==> src/rtl/v2f_ram_pkg.sv <==
// Shared constants for the v2f RAM write-side loader: FSM encoding and word geometry.
package v2f_ram_pkg;

  localparam int unsigned DBITS      = 32;
  localparam int unsigned BYTE_LANES = 4;

  localparam logic [1:0] ST_IDLE  = 2'd0;
  localparam logic [1:0] ST_LOAD  = 2'd1;
  localparam logic [1:0] ST_WRITE = 2'd2;

endpackage

==> src/rtl/v2f_ram_stream_loader_if.sv <==
// Command, byte-stream and RAM write-port signals of the v2f stream loader.
interface v2f_ram_stream_loader_if
  import v2f_ram_pkg::*;
#(
  parameter int unsigned ABITS = 3,
  parameter int unsigned CBITS = 6
);

  logic                  START;
  logic [ABITS-1:0]      START_ADDR;
  logic [CBITS-1:0]      BYTE_COUNT;
  logic [7:0]            IN_DATA;
  logic                  IN_VALID;
  logic                  IN_READY;
  logic [ABITS-1:0]      WR_ADDR;
  logic [DBITS-1:0]      WR_DATA;
  logic                  WR_EN;
  logic [BYTE_LANES-1:0] BYTE_SELECT;
  logic                  BUSY;
  logic                  DONE;

  // master: the loader itself; slave: the command/stream source and RAM side
  modport master (
    input  START, START_ADDR, BYTE_COUNT, IN_DATA, IN_VALID,
    output IN_READY, WR_ADDR, WR_DATA, WR_EN, BYTE_SELECT, BUSY, DONE
  );

  modport slave (
    output START, START_ADDR, BYTE_COUNT, IN_DATA, IN_VALID,
    input  IN_READY, WR_ADDR, WR_DATA, WR_EN, BYTE_SELECT, BUSY, DONE
  );

endinterface

==> src/rtl/v2f_ram_stream_loader.sv <==
// Packs a valid/ready byte stream little-endian into 32-bit words and writes them to the v2f RAM.
module v2f_ram_stream_loader
  import v2f_ram_pkg::*;
#(
  parameter int unsigned ABITS = 3,
  parameter int unsigned CBITS = 6
) (
  input logic                      CLK,
  input logic                      ARST_N,
  v2f_ram_stream_loader_if.master  bus
);

  logic [1:0]            state_q, state_d;
  logic [1:0]            lane_q, lane_d;
  logic [CBITS-1:0]      remaining_q, remaining_d;
  logic [ABITS-1:0]      addr_q, addr_d;
  logic [DBITS-1:0]      pack_q, pack_d;
  logic [BYTE_LANES-1:0] mask_q, mask_d;
  logic [ABITS-1:0]      wr_addr_q, wr_addr_d;
  logic [DBITS-1:0]      wr_data_q, wr_data_d;
  logic [BYTE_LANES-1:0] byte_sel_q, byte_sel_d;
  logic                  done_q, done_d;
  logic                  handshake;

  assign handshake = bus.IN_VALID && (state_q == ST_LOAD);

  always_comb begin
    state_d     = state_q;
    lane_d      = lane_q;
    remaining_d = remaining_q;
    addr_d      = addr_q;
    pack_d      = pack_q;
    mask_d      = mask_q;
    wr_addr_d   = wr_addr_q;
    wr_data_d   = wr_data_q;
    byte_sel_d  = byte_sel_q;
    done_d      = 1'b0;
    case (state_q)
      ST_IDLE: begin
        if (bus.START) begin
          if (bus.BYTE_COUNT != '0) begin
            addr_d      = bus.START_ADDR;
            remaining_d = bus.BYTE_COUNT;
            lane_d      = '0;
            pack_d      = '0;
            mask_d      = '0;
            state_d     = ST_LOAD;
          end else begin
            done_d = 1'b1;
          end
        end
      end
      ST_LOAD: begin
        if (handshake) begin
          pack_d      = pack_q | (DBITS'(bus.IN_DATA) << {lane_q, 3'b000});
          mask_d      = mask_q | (BYTE_LANES'(1) << lane_q);
          lane_d      = lane_q + 2'd1;
          remaining_d = remaining_q - CBITS'(1);
          if (lane_q == 2'd3 || remaining_q == CBITS'(1)) begin
            // Output registers capture the word now so they hold it after WRITE clears the packer
            wr_addr_d  = addr_q;
            wr_data_d  = pack_d;
            byte_sel_d = mask_d;
            state_d    = ST_WRITE;
          end
        end
      end
      ST_WRITE: begin
        addr_d = addr_q + ABITS'(1);
        lane_d = '0;
        pack_d = '0;
        mask_d = '0;
        if (remaining_q == '0) begin
          state_d = ST_IDLE;
          done_d  = 1'b1;
        end else begin
          state_d = ST_LOAD;
        end
      end
      default: state_d = ST_IDLE;
    endcase
  end

  always_ff @(posedge CLK or negedge ARST_N) begin
    if (!ARST_N) begin
      state_q     <= ST_IDLE;
      lane_q      <= '0;
      remaining_q <= '0;
      addr_q      <= '0;
      pack_q      <= '0;
      mask_q      <= '0;
      wr_addr_q   <= '0;
      wr_data_q   <= '0;
      byte_sel_q  <= '0;
      done_q      <= 1'b0;
    end else begin
      state_q     <= state_d;
      lane_q      <= lane_d;
      remaining_q <= remaining_d;
      addr_q      <= addr_d;
      pack_q      <= pack_d;
      mask_q      <= mask_d;
      wr_addr_q   <= wr_addr_d;
      wr_data_q   <= wr_data_d;
      byte_sel_q  <= byte_sel_d;
      done_q      <= done_d;
    end
  end

  assign bus.IN_READY    = (state_q == ST_LOAD);
  assign bus.WR_EN       = (state_q == ST_WRITE);
  assign bus.BUSY        = (state_q != ST_IDLE);
  assign bus.DONE        = done_q;
  assign bus.WR_ADDR     = wr_addr_q;
  assign bus.WR_DATA     = wr_data_q;
  assign bus.BYTE_SELECT = byte_sel_q;

endmodule

==> src/flat_wrapper.sv <==
// flat-port wrapper written by rule: the top's interface ports become plain ports
module v2f_ram_stream_loader_flat import v2f_ram_pkg::*;
#(
  parameter int unsigned ABITS = 3,
  parameter int unsigned CBITS = 6
)
  (CLK, ARST_N, bus_START, bus_START_ADDR, bus_BYTE_COUNT, bus_IN_DATA, bus_IN_VALID, bus_IN_READY, bus_WR_ADDR, bus_WR_DATA, bus_WR_EN, bus_BYTE_SELECT, bus_BUSY, bus_DONE);
  v2f_ram_stream_loader_if #(.ABITS(ABITS), .CBITS(CBITS)) bus_i ();
  input logic CLK;
  input logic ARST_N;
  input wire logic [$bits(bus_i.START)-1:0] bus_START;
  input wire logic [$bits(bus_i.START_ADDR)-1:0] bus_START_ADDR;
  input wire logic [$bits(bus_i.BYTE_COUNT)-1:0] bus_BYTE_COUNT;
  input wire logic [$bits(bus_i.IN_DATA)-1:0] bus_IN_DATA;
  input wire logic [$bits(bus_i.IN_VALID)-1:0] bus_IN_VALID;
  output wire logic [$bits(bus_i.IN_READY)-1:0] bus_IN_READY;
  output wire logic [$bits(bus_i.WR_ADDR)-1:0] bus_WR_ADDR;
  output wire logic [$bits(bus_i.WR_DATA)-1:0] bus_WR_DATA;
  output wire logic [$bits(bus_i.WR_EN)-1:0] bus_WR_EN;
  output wire logic [$bits(bus_i.BYTE_SELECT)-1:0] bus_BYTE_SELECT;
  output wire logic [$bits(bus_i.BUSY)-1:0] bus_BUSY;
  output wire logic [$bits(bus_i.DONE)-1:0] bus_DONE;
  assign bus_i.START = bus_START;
  assign bus_i.START_ADDR = bus_START_ADDR;
  assign bus_i.BYTE_COUNT = bus_BYTE_COUNT;
  assign bus_i.IN_DATA = bus_IN_DATA;
  assign bus_i.IN_VALID = bus_IN_VALID;
  assign bus_IN_READY = bus_i.IN_READY;
  assign bus_WR_ADDR = bus_i.WR_ADDR;
  assign bus_WR_DATA = bus_i.WR_DATA;
  assign bus_WR_EN = bus_i.WR_EN;
  assign bus_BYTE_SELECT = bus_i.BYTE_SELECT;
  assign bus_BUSY = bus_i.BUSY;
  assign bus_DONE = bus_i.DONE;
  v2f_ram_stream_loader #(.ABITS(ABITS), .CBITS(CBITS)) u_core (.CLK(CLK), .ARST_N(ARST_N), .bus(bus_i));
endmodule
==> config.mk <==
export PLATFORM = sky130hd
export DESIGN_NAME = v2f_ram_stream_loader_flat
export DESIGN_NICKNAME = d
export VERILOG_FILES = /design/src/rtl/v2f_ram_pkg.sv /design/src/rtl/v2f_ram_stream_loader_if.sv /design/src/rtl/v2f_ram_stream_loader.sv /design/src/flat_wrapper.sv
export SDC_FILE = /design/constraint.sdc
export NUM_CORES = 1
export LEC_CHECK = 0
export CAP_MARGIN = 30
export CORE_UTILIZATION = 45
export CTS_CLUSTER_SIZE = 8
export DETAILED_ROUTE_END_ITERATION = 8
export PLACE_DENSITY = 0.69
export SYNTH_ARGS = -nofsm -noshare
export SYNTH_HDL_FRONTEND = slang
export SYNTH_SLANG_ARGS = --single-unit
==> constraint.sdc <==
create_clock -name CLK -period 2.14 [get_ports CLK]
set_clock_uncertainty 0.05 [all_clocks]
set_input_delay 0.321 -clock CLK [delete_from_list [all_inputs] [get_ports CLK]]
set_output_delay 0.321 -clock CLK [all_outputs]
set_load 0.05 [all_outputs]
==> results.json <==
{
  "rsz0062_at_grt": "no",
  "dpl_cell_area_um2": 4880,
  "peakVddDrop_uv": 728,
  "powerDensity_nw_per_um2": 1640,
  "yosysTopAreaCellShare_pct": 54.7,
  "ys_warn_count": 0,
  "clock_latency_ns": 0.36,
  "path_buf_inv": 2,
  "cts_buffer_depth": 2,
  "n_antenna_cell": 0,
  "hpwlAfterDp_mm": 6.04,
  "postRouteAntennaNets": 0,
  "worstPathCellList": "nand2b_1 -> inv_1 -> buf_12",
  "io_pins": 64,
  "start_util_pct": 46.7,
  "synth_ff_type": "dfrtp_1",
  "relSlewSlack_pct": 31.8,
  "netlist_area_um2": 4070,
  "io_buffer_count": 63,
  "cpPeakStageDelay_ns": 0.65,
  "grt_max_degree": 44,
  "path_clk_slew_ns": 0.09,
  "overflow": 0,
  "num_vias": 2983,
  "report.final.slew_viol_count": 0,
  "required_ns": 1.77,
  "netlist_top_cells_count": "dfrtp_1 (89), inv_1 (41), a21oi_1 (39)",
  "numCtsBuffers": 9,
  "die_h_um": 97.1,
  "leakagePower_uw": 0.00223,
  "via_per_inst": 5.42,
  "synth_edf_count": 0,
  "synth.largest_area_cell": "dfrtp_1",
  "finalSetupViolCount": 0,
  "post-route-min-period_ns": 2.00,
  "cts_max_level": 3,
  "drcViolationCount": 0,
  "grt_first_pass_wirelength_mm": 14.6,
  "grt.total_usage_pct": 19.5,
  "post-cts-setup-buffer-count": 0,
  "place.gp.congestion": 0.833,
  "synth_seq_area_share_pct": 54.7,
  "reg2reg_setup_slack_ns": 0.24,
  "arrival_ns": 1.63,
  "initialDrtViolationCount": 136,
  "die-area_um2": 9430,
  "cpLargestDelayFamily": "flip-flops",
  "fin_area_um2": 5070,
  "maxCapViolCount": 0,
  "grt_pass1_vias": 2914,
  "wl_per_cell_um": 15.8,
  "cts_sinks": 89,
  "core_um2": 8720,
  "worst-setup-path-type": "flip-flop to output pin",
  "grt_antenna_before_repair": 0,
  "area_growth_pct": 24.6,
  "layout-drive-gt1-share_pct": 11.1,
  "max_freq_ghz": 0.500,
  "rows": 34,
  "worstMarginPinSlew_ns": 1.02,
  "slowest_stage": "dfrtp_1",
  "critPathCaptureType": "output pin",
  "cp_max_fo": 16,
  "routed_wl_mm": 8.71,
  "outcome": "complete, no violations",
  "dr.pass1.iters": 4,
  "synth.net_count": 403,
  "hold_viol": 0,
  "fp.dieW_um": 97.1,
  "synthArstFlopShare_pct": 100,
  "yosysUniqueCellTypes": 45,
  "synth.area.top_cells": "dfrtp_1 (55%), mux2i_1 (8.9%), a21oi_1 (4.8%)",
  "yosysMostFrequentCell": "dfrtp_1",
  "finalCritPeriodShare_pct": 93.5,
  "syn_area_per_cell_um2": 10.9,
  "cts-root-buf": "clkbuf_8",
  "cts_tree": "yes",
  "syn-instance-count": 375,
  "hold_class": "input pin to async pin",
  "tns_ns": 0,
  "synth.ff_latch_count": 89,
  "critPathLaunchType": "flip-flop",
  "layout.nets": 465,
  "fillers": 721
}
[where the power goes]
group,internal [uW],total (uW),switching [uW],leakage [uW]
Combinational,1630,4260,2640,0.00104
Clock,456,1060,601,0.0000922
Sequential,2460,3010,543,0.00110
[routing by layer]
metal | vias to the layer above | track usage (%) | share of wire, % | routed length [um]
met5 | - | 0 | 0 | 0
li1 | 1434 | - | - | -
met2 | 74 | 29.4 | 48 | 4160
met3 | 15 | 3.53 | 4.1 | 359
met4 | 0 | 9.53 | 2.1 | 181
met1 | 1460 | 27.4 | 46 | 4010
[state kept, by name, summed over array words and instances, names as in the netlist]
register,flops
u_core.bus.WR_ADDR,3
u_core.pack_q,32
u_core.bus.BYTE_SELECT,4
u_core.state_q,2
u_core.mask_q,4
u_core.lane_q,2
u_core.addr_q,3
u_core.remaining_q,6
u_core.bus.WR_DATA,32
u_core.bus.DONE,1
[worst paths after layout]
path	startpoint	to	cells past startpoint
max	u_core.state_q[1]$_DFFE_PN0P_	bus_WR_EN	3
min	ARST_N	u_core.bus.WR_DATA[21]$_DFFE_PN0P_	2
max reg2reg	u_core.state_q[1]$_DFFE_PN0P_	u_core.addr_q[1]$_DFFE_PN0P_	4
min reg2reg	u_core.bus.WR_ADDR[1]$_DFFE_PN0P_	u_core.bus.WR_ADDR[1]$_DFFE_PN0P_	1
max in group asynchronous	ARST_N	u_core.state_q[0]$_DFFE_PN0P_	3
min in group CLK	u_core.bus.WR_ADDR[1]$_DFFE_PN0P_	u_core.bus.WR_ADDR[1]$_DFFE_PN0P_	1
[worst register-to-register path, cell delays in order (launching register included)]
cell and delay [ns]:
dfrtp_1 0.65, nand2b_1 0.23, inv_1 0.23, mux2_2 0.36
mux2_2 0.27
[what timing repair did]
item                                    4_1_cts  5_1_grt
hold buffers                                  1        0
gates resized for setup                       0        1
endpoints found under the setup margin        0        1
endpoints found under the hold margin        41        0
[stage by stage]
stage / worst slack [ns] / total power (uW) / utilization (%) / cells / hold WS, ns
global route: 0.00671 / 8860 / 58.1 / 550 / 0.476
floorplan: 0.329 / 5900 / - / 375 / -0.0246
finish: 0.140 / 8330 / 58.1 / 550 / 0.437
detailed placement: 0.0533 / 7310 / 55.9 / 533 / 0.310
global placement: 0.133 / 7210 / 55.9 / 533 / 0.303
CTS: 0.0596 / 8370 / 58.1 / 550 / 0.443
[placed cells by master (no fill, tap or decap), drive strengths merged, types with 2 or more instances in the layout]
cell            n
a211oi          3
ha              7
nor2           29
nand2b          3
a22oi           3
and3b           2
mux2i          36
a31o            2
nor2b           4
inv            41
a31oi          19
a22o           15
clkbuf         10
clkinv          5
nand3           3
a211o           2
nand4b          4
buf            20
nand2          10
nor3            2
o2bb2ai         2
o21ai           4
nand3b          3
and2            3
nor4            3
mux2            5
clkdlybuf4s50  59
a32o            3
dfrtp          89
a21oi          39
[layout make-up]
type	count	area, um^2	share of cell area, %
clock buffers	10	138	2.71
clock inverters	6	43.8	0.864
inverters	41	154	3.03
multi-input cells	216	1560	30.7
flip-flops and latches	89	2230	43.9
well taps	108	135	2.66
repair buffers	80	813	16.0
[cells by family after synthesis]
| group | count (synthesis) | share of synthesized area, % |
|---|---|---|
| AO/OA/AOI/OAI | 99 | 16.8 |
| adder cells (fa/ha/maj) | 7 | 2.15 |
| buffers and inverters | 70 | 7.01 |
| flip-flops | 89 | 54.7 |
| multiplexers | 41 | 10.2 |
| AND/OR/NAND/NOR | 69 | 9.07 |
(Power assumes the default switching activity.)
